[src/rtl/equiv_miter_monitor.sv]
// Equivalence miter: compares y_a (SKEW en-samples late) against y_b after a warm-up period.
// Define EQUIV_MITER_ASSERT_EN to compile a simulation assertion that fires on every compared mismatch.
module equiv_miter_monitor #(
  parameter int WIDTH  = 91,
  parameter int SKEW   = 0,
  parameter int WARMUP = 2,
  parameter int CNT_W  = 16
) (
  input  logic             clk,
  input  logic             rst,
  input  logic             en,
  input  logic             clr,
  input  logic [WIDTH-1:0] y_a,
  input  logic [WIDTH-1:0] y_b,
  output logic [1:0]       state,
  output logic             mismatch,
  output logic             fail,
  output logic [CNT_W-1:0] mismatch_cnt,
  output logic [CNT_W-1:0] cyc,
  output logic [CNT_W-1:0] first_cyc,
  output logic [WIDTH-1:0] first_diff
);

  // state     | meaning
  // ST_WARMUP | ignoring samples until WARMUP+SKEW en cycles have elapsed
  // ST_COMPARE| checking every en sample, no mismatch seen yet
  // ST_FAILED | at least one mismatch recorded; still checking
  typedef enum logic [1:0] {
    ST_WARMUP  = 2'b00,
    ST_COMPARE = 2'b01,
    ST_FAILED  = 2'b10
  } state_t;

  localparam int          WARM_N  = WARMUP + SKEW;
  localparam logic [CNT_W-1:0] CNT_ONE = CNT_W'(1);

  state_t           state_q, state_d;
  logic [8:0]       wcnt_q, wcnt_d;
  logic [CNT_W-1:0] cyc_q, cyc_d;
  logic [CNT_W-1:0] mcnt_q, mcnt_d;
  logic [CNT_W-1:0] fcyc_q, fcyc_d;
  logic [WIDTH-1:0] fdiff_q, fdiff_d;
  logic             fail_q, fail_d;
  logic             mis_q, mis_d;
  logic [WIDTH-1:0] y_a_dly;
  logic [WIDTH-1:0] diff;
  logic             neq;
  logic             cmp_mis;
  logic             warm_done;

  generate
    if (SKEW > 0) begin : g_skew
      logic [WIDTH-1:0] sr_q [SKEW];
      always_ff @(posedge clk or posedge rst) begin
        if (rst) begin
          for (int i = 0; i < SKEW; i++) sr_q[i] <= '0;
        end else if (clr) begin
          for (int i = 0; i < SKEW; i++) sr_q[i] <= '0;
        end else if (en) begin
          sr_q[0] <= y_a;
          for (int i = 1; i < SKEW; i++) sr_q[i] <= sr_q[i-1];
        end
      end
      assign y_a_dly = sr_q[SKEW-1];
    end else begin : g_noskew
      assign y_a_dly = y_a;
    end
  endgenerate

  assign diff      = y_a_dly ^ y_b;
  assign warm_done = ({1'b0, wcnt_q} + 10'd1) >= 10'(WARM_N);

  always_ff @(posedge clk or posedge rst) begin
    if (rst) begin
      state_q <= ST_WARMUP;
      wcnt_q  <= '0;
      cyc_q   <= '0;
      mcnt_q  <= '0;
      fcyc_q  <= '0;
      fdiff_q <= '0;
      fail_q  <= 1'b0;
      mis_q   <= 1'b0;
    end else begin
      state_q <= state_d;
      wcnt_q  <= wcnt_d;
      cyc_q   <= cyc_d;
      mcnt_q  <= mcnt_d;
      fcyc_q  <= fcyc_d;
      fdiff_q <= fdiff_d;
      fail_q  <= fail_d;
      mis_q   <= mis_d;
    end
  end

  always_comb begin
    state_d = state_q;
    wcnt_d  = wcnt_q;
    cyc_d   = cyc_q;
    mcnt_d  = mcnt_q;
    fcyc_d  = fcyc_q;
    fdiff_d = fdiff_q;
    fail_d  = fail_q;
    mis_d   = 1'b0;
    cmp_mis = 1'b0;
    // Written as if/else so an X/Z operand lands in the mismatch branch.
    if (y_a_dly == y_b) neq = 1'b0;
    else                neq = 1'b1;

    if (clr) begin
      state_d = ST_WARMUP;
      wcnt_d  = '0;
      cyc_d   = '0;
      mcnt_d  = '0;
      fcyc_d  = '0;
      fdiff_d = '0;
      fail_d  = 1'b0;
    end else if (en) begin
      case (state_q)
        ST_WARMUP: begin
          if (warm_done) state_d = ST_COMPARE;
          else           wcnt_d  = wcnt_q + 9'd1;
        end
        ST_COMPARE, ST_FAILED: begin
          cyc_d = (&cyc_q) ? cyc_q : cyc_q + CNT_ONE;
          if (neq) begin
            cmp_mis = 1'b1;
            mis_d   = 1'b1;
            mcnt_d  = (&mcnt_q) ? mcnt_q : mcnt_q + CNT_ONE;
            state_d = ST_FAILED;
            fail_d  = 1'b1;
            if (!fail_q) begin
              fcyc_d  = cyc_q;
              fdiff_d = diff;
            end
          end
        end
        default: state_d = ST_WARMUP;
      endcase
    end
  end

  assign state        = state_q;
  assign mismatch     = mis_q;
  assign fail         = fail_q;
  assign mismatch_cnt = mcnt_q;
  assign cyc          = cyc_q;
  assign first_cyc    = fcyc_q;
  assign first_diff   = fdiff_q;

`ifdef EQUIV_MITER_ASSERT_EN
  always @(posedge clk) begin
    if (!rst) begin
      assert (!cmp_mis)
        else $error("equiv_miter_monitor: mismatch at cyc=%0d first_diff=%h",
                    cyc_q, fail_q ? fdiff_q : diff);
    end
  end
`else
  // Checker compiled out; outputs are unaffected either way.
`endif

endmodule

[config.mk]
export PLATFORM = sky130hd
export DESIGN_NAME = equiv_miter_monitor
export DESIGN_NICKNAME = d
export VERILOG_FILES = /design/src/rtl/equiv_miter_monitor.sv
export SDC_FILE = /design/constraint.sdc
export NUM_CORES = 1
export LEC_CHECK = 0
export CAP_MARGIN = 20
export CORE_MARGIN = 3
export CORE_UTILIZATION = 46
export DETAILED_ROUTE_END_ITERATION = 16
export PLACE_DENSITY = 0.94
export SYNTH_ARGS = -nofsm -noshare
export SYNTH_HDL_FRONTEND = slang
export SYNTH_SLANG_ARGS = --single-unit
export TNS_END_PERCENT = 10
[constraint.sdc]
create_clock -name clk -period 12 [get_ports clk]
set_input_delay 1.2 -clock clk [delete_from_list [all_inputs] [get_ports clk]]
set_output_delay 1.2 -clock clk [all_outputs]
set_load 0.03 [all_outputs]
---- After elaboration in Yosys (flattened, before gate mapping) ----
Index checks and enable logic that the tools add are counted.
storage, ports and cells
  register bits ........................... 152
  logic and storage cells ................. 73
cells by class
  add/sub/neg operators ................... 4
  order comparisons ....................... 1
  equal/unequal tests ..................... 10
  mux-type cells .......................... 36
  bitwise gates (word level) .............. 1
  reductions and logical operators ........ 13
operators by type and width
  operator                                              count
  two-way mux 91 bit                                    5
  two-way mux 16 bit                                    14
  == test 91 bit                                        1
  bitwise XOR 91 bit                                    1
  two-way mux 9 bit                                     4
  adder 16 x 1 -> 16 bit, second input constant         2
  AND reduction 16 bit                                  2
  AND reduction 3 bit                                   4
  adder 9 x 1 -> 10 bit, second input constant          1
  >= comparator 10 x 2 -> 1 bit, second input constant  1
  inequality test 2 bit, second input constant          5
  adder 9 x 1 -> 9 bit, second input constant           1
  two-way mux 1 bit                                     8
  two-way mux 2 bit                                     4
  AND reduction 4 bit                                   2
  inequality test 3 bit, second input constant          2
  nonzero test 2 bit                                    3
  case mux 2 bit (2 select lines)                       1
  == test 2 x 1 -> 1 bit, second input constant         1
  == test 2 bit, second input constant                  1
  logical NOT 2 bit                                     1
  OR reduction 2 bit                                    1

---- Longest topological paths before layout ----
  depth after elaboration ................. 6
  gate-level depth with buffers ........... 9

---- Worst setup path after synthesis ----
No wires, ideal clock.
  path type ............................... input to register
  start ................................... in y_b[69]
  end ..................................... reg mcnt_q[9] (netlist: mismatch_cnt[9])
  library setup time ...................... 0.128 ns
  arrival time ............................ 2.859 ns
  required time ........................... 11.872 ns
  slack ................................... 9.013 ns
  stages .................................. 9
  path buffers ............................ 2
  path through ............................ xor2_1 nor4b_1 nand4b_1 nor4_2 and2_1 buf_4 buf_6 nor2_1 mux2_1
on the way
  word-level cells in the longest chain between the ends .. 3
RTL lines
  item                             RTL line  text
  start, declared                  14        input logic [WIDTH-1:0] y_b,
  == test 91 bit                   106       if (y_a_dly == y_b) neq = 1'b0;
  inequality test 2 bit (no line)  -
  AND reduction 4 bit (no line)    -
  end signal, assigned             87        mcnt_q <= mcnt_d;
  end, declared                    40        logic [CNT_W-1:0] mcnt_q, mcnt_d;
No other way between the ends.
A chain may end at the register's enable or synchronous reset.

---- Worst setup path after layout ----
  start ................................... in y_a[37]
  end ..................................... reg mcnt_q[9] (netlist: mismatch_cnt[9])
on the way
  word-level cells in the longest chain between the ends .. 3
RTL lines
  item                             RTL line  text
  start, declared                  13        input logic [WIDTH-1:0] y_a,
  == test 91 bit                   106
  inequality test 2 bit (no line)  -
  AND reduction 4 bit (no line)    -
No other way between the ends.

==> impl_results.md <==
* DRC at 0
* Max-slew headroom at 29.07%
* Average size of a mapped cell at 10.64 µm²
* EDFF count, synth at 0
* Max cap viols at 0
* # hold bufs at CTS at 0
* Drt first pass iters at 5
* Total setup buffers inserted after CTS at 0
* PostCTS Resize Cnt at 0
* Worst vdd ir at 0.1104 mV
* CP max FO at 27
* Routability Congestion at 0.9033
* Outcome: finished clean
* Worst Path Arrival at roughly 4.8 ns
* Largest net degree at the start of global routing at 84
* Largest family of logic cells by synthesized area: simple AND/OR/NAND/NOR gates
* Post-synthesis cell count at a little over 700
* GR Overflow Total at 0
* Initial drt markers at 396
* Seq cells post-synth at roughly 150
* Post-synthesis mux area share at 14.34%
* Pwr Total at 2.013 mW
* Crit Path Class: in2reg
* Die area at approximately 18000 µm²
* Slew @ Worst Pin at 1.054 ns
* Nets@finish at 1228
* Post-DR vias/cell at 5.270
* Asr flop ratio synth at 100.0%
* Final ANT Viol Nets at 0
* Net Count, Synth at 910
* Post-detailed-route wirelength per cell at 19.18 µm
* Clk_skew at roughly 0.0098 ns
* Core footprint at 16060 µm²
* Total routed wirelength at 24280 µm
* CTS clock-pin slew for the worst setup and hold paths at 0.06 ns
* Adder-Cell Fraction of Synth Area at 0.8174%
* Clock sink total at 152
* Ant. Diodes at 0
* Share of layout cells above drive strength 1 at 4.381%
* Fin. max-slew vios at 0
* I/O Pins at 329
* H-tree depth at 4
* Setup crit end kind: flip-flop
* Yosys warns at 0
* First-pass GRT wire length at 37420 µm
* Horiz. Die Dim at roughly 130 µm
* Routed vias at 6672
* Register area share after synthesis at approximately half
* CP startpoint kind: input port
* Area delta synth->final at 52.49%
* CTS buffer count at 17
* Area of the mapped netlist at between 7000 and 8000 µm²
* Row count at 46
* Max Clock Freq at 223.1 MHz
* Initial antenna violation count at 0
* Primary FF master, synth: dfrtp_1
* CTS tree: done
* Final setup vio count at 0
* Synth Area in XOR/XNOR at 12.02%
* Initial Util at between 40% and 50%
* Compound-Gate Fraction of Synth Area at 3.122%
* Commonest non-fill, non-tap cell in the layout: clkdlybuf4s50_1
* Clock Latency Late Sink at 0.42 ns
* Tcrit/Tclk final at 37.35%
* Simple-gate area share of the yosys netlist at 17.08%
* Final Critical Period at 4.482 ns
* Setup_tns at 0 ns
* GRT Util Overall at between 20% and 30%
* Worst hold-check path type: reg2reg
* Port Buffers at approximately 330
* Reg2Reg Setup Slack at 9.31 ns
* Post-synth cell types at 43
* Number of global-route vias before repair at 6943
* Commonest cells after routing, fill and taps aside: clkdlybuf4s50_1, dfrtp_1, nor2_1
* Required time worst endpoint at between 10 and 15 ns
* Fin. Hold Viols at 0
* Root buf cell: clkbuf_16
* Final HPWL DP at 18300 µm
* Leakage at 4.930 nW
* Chip Height at around 130 µm
* Max clock buf depth at 2
* Power Dens Cells at 172.4 nW/µm²
* RSZ-0062 raised after global routing: false
==> sequential cells by signal (all words and copies together), names as in the netlist <==
| register | flops |
|---|---|
| wcnt_q | 9 |
| state | 2 |
| first_diff | 91 |
| fail | 1 |
| mismatch | 1 |
| cyc | 16 |
| mismatch_cnt | 16 |
| first_cyc | 16 |
==> metal layers <==
metal / GRT usage [%] / up-vias / share of wire [%] / wire length, µm
met5: 0 / - / 0 / 0
met4: 9.015 / 0 / 2.3 / 556
met3: 7.116 / 41 / 7.0 / 1690
met2: 45.39 / 271 / 51 / 12340
met1: 32.31 / 3260 / 40 / 9694
li1: - / 3100 / - / -
==> synth_stat cells (6+ instances only) <==
| master | number | area [µm²] |
|---|---|---|
| dfrtp_1 | 152 | 3804 |
| nor2_1 | 139 | 521.8 |
| mux2i_1 | 104 | 1041 |
| xor2_1 | 95 | 832.1 |
| nor4_1 | 20 | 125.1 |
| clkbuf_1 | 18 | 67.56 |
| nand3_1 | 17 | 85.08 |
| nand2_1 | 16 | 60.06 |
| a21oi_1 | 15 | 75.07 |
| nand4_1 | 12 | 75.07 |
| o21ai_0 | 11 | 55.05 |
| and3_1 | 10 | 62.56 |
| nor2b_1 | 10 | 62.56 |
| xnor2_1 | 10 | 87.58 |
| and2_1 | 8 | 50.05 |
| buf_6 | 8 | 90.09 |
| nor3_1 | 8 | 40.04 |
| or3_1 | 8 | 50.05 |
| a211oi_1 | 7 | 52.55 |
| inv_1 | 6 | 22.52 |
==> cells by family after synthesis <==
family,count (synthesis)
muxes,109
AOI/OAI and AO/OA,40
buffers and inverters,40
and+or+nand+nor,268
adders and majority gates,5
DFF,152
xor gates and xnor gates,105
==> metrics by stage <==
step / util [%] / setup WS (ns) / hold slack [ns] / std cells / instance area, µm²
finish: 72.68 / 7.518 / 0.4985 / 1266 / 11670
global route: 72.68 / 7.270 / 0.5379 / 1266 / 11670
CTS: 72.51 / 7.470 / 0.5031 / 1265 / 11640
detailed placement: 68.82 / 7.055 / 0.4866 / 1233 / 11050
global placement: 68.82 / 7.086 / 0.4762 / 1233 / 11050
floorplan: - / 6.707 / 0.4557 / 719 / 7654
==> power breakdown <==
| part | total (mW) | leakage, nW | switching, mW | internal [mW] |
|---|---|---|---|---|
| Combinational | 0.824 | 2.56 | 0.461 | 0.362 |
| Clock | 0.532 | 0.281 | 0.210 | 0.322 |
| Sequential | 0.657 | 2.09 | 0.0594 | 0.597 |
| Total | 2.01 | 4.93 | 0.731 | 1.28 |
==> final cells by class <==
cell class                      instances  area (µm²)
Fill cell                            1091        4387
Sequential cell                       152        3804
Multi-Input combinational cell        527        3638
Timing Repair Buffer                  333        3338
Clock buffer                           21       470.5
Tap cell                              216       270.3
Clock inverter                         11       122.6
Inverter                                6       27.53
==> critical path, stage by stage <==
cell and delay [ns]:
clkdlybuf4s50_1 0.45, xor2_1 0.17, nor4_1 0.89, nand4_1 0.28, nor4_2 0.56, and2_1 0.72, nor2_1 0.14, mux2_1 0.35
==> worst paths after layout <==
path                                 from  cells past startpoint              end
worst min-delay path            wcnt_q[7]                      1        wcnt_q[7]
worst min register to register  wcnt_q[7]                      1        wcnt_q[7]
max in group asynchronous             rst                      4   first_diff[15]
worst max register to register   state[0]                      7   first_diff[39]
min in group asynchronous             rst                      2   first_diff[66]
worst max-delay path              y_a[37]                      8  mismatch_cnt[9]
Power figures use the tool's default switching activity.
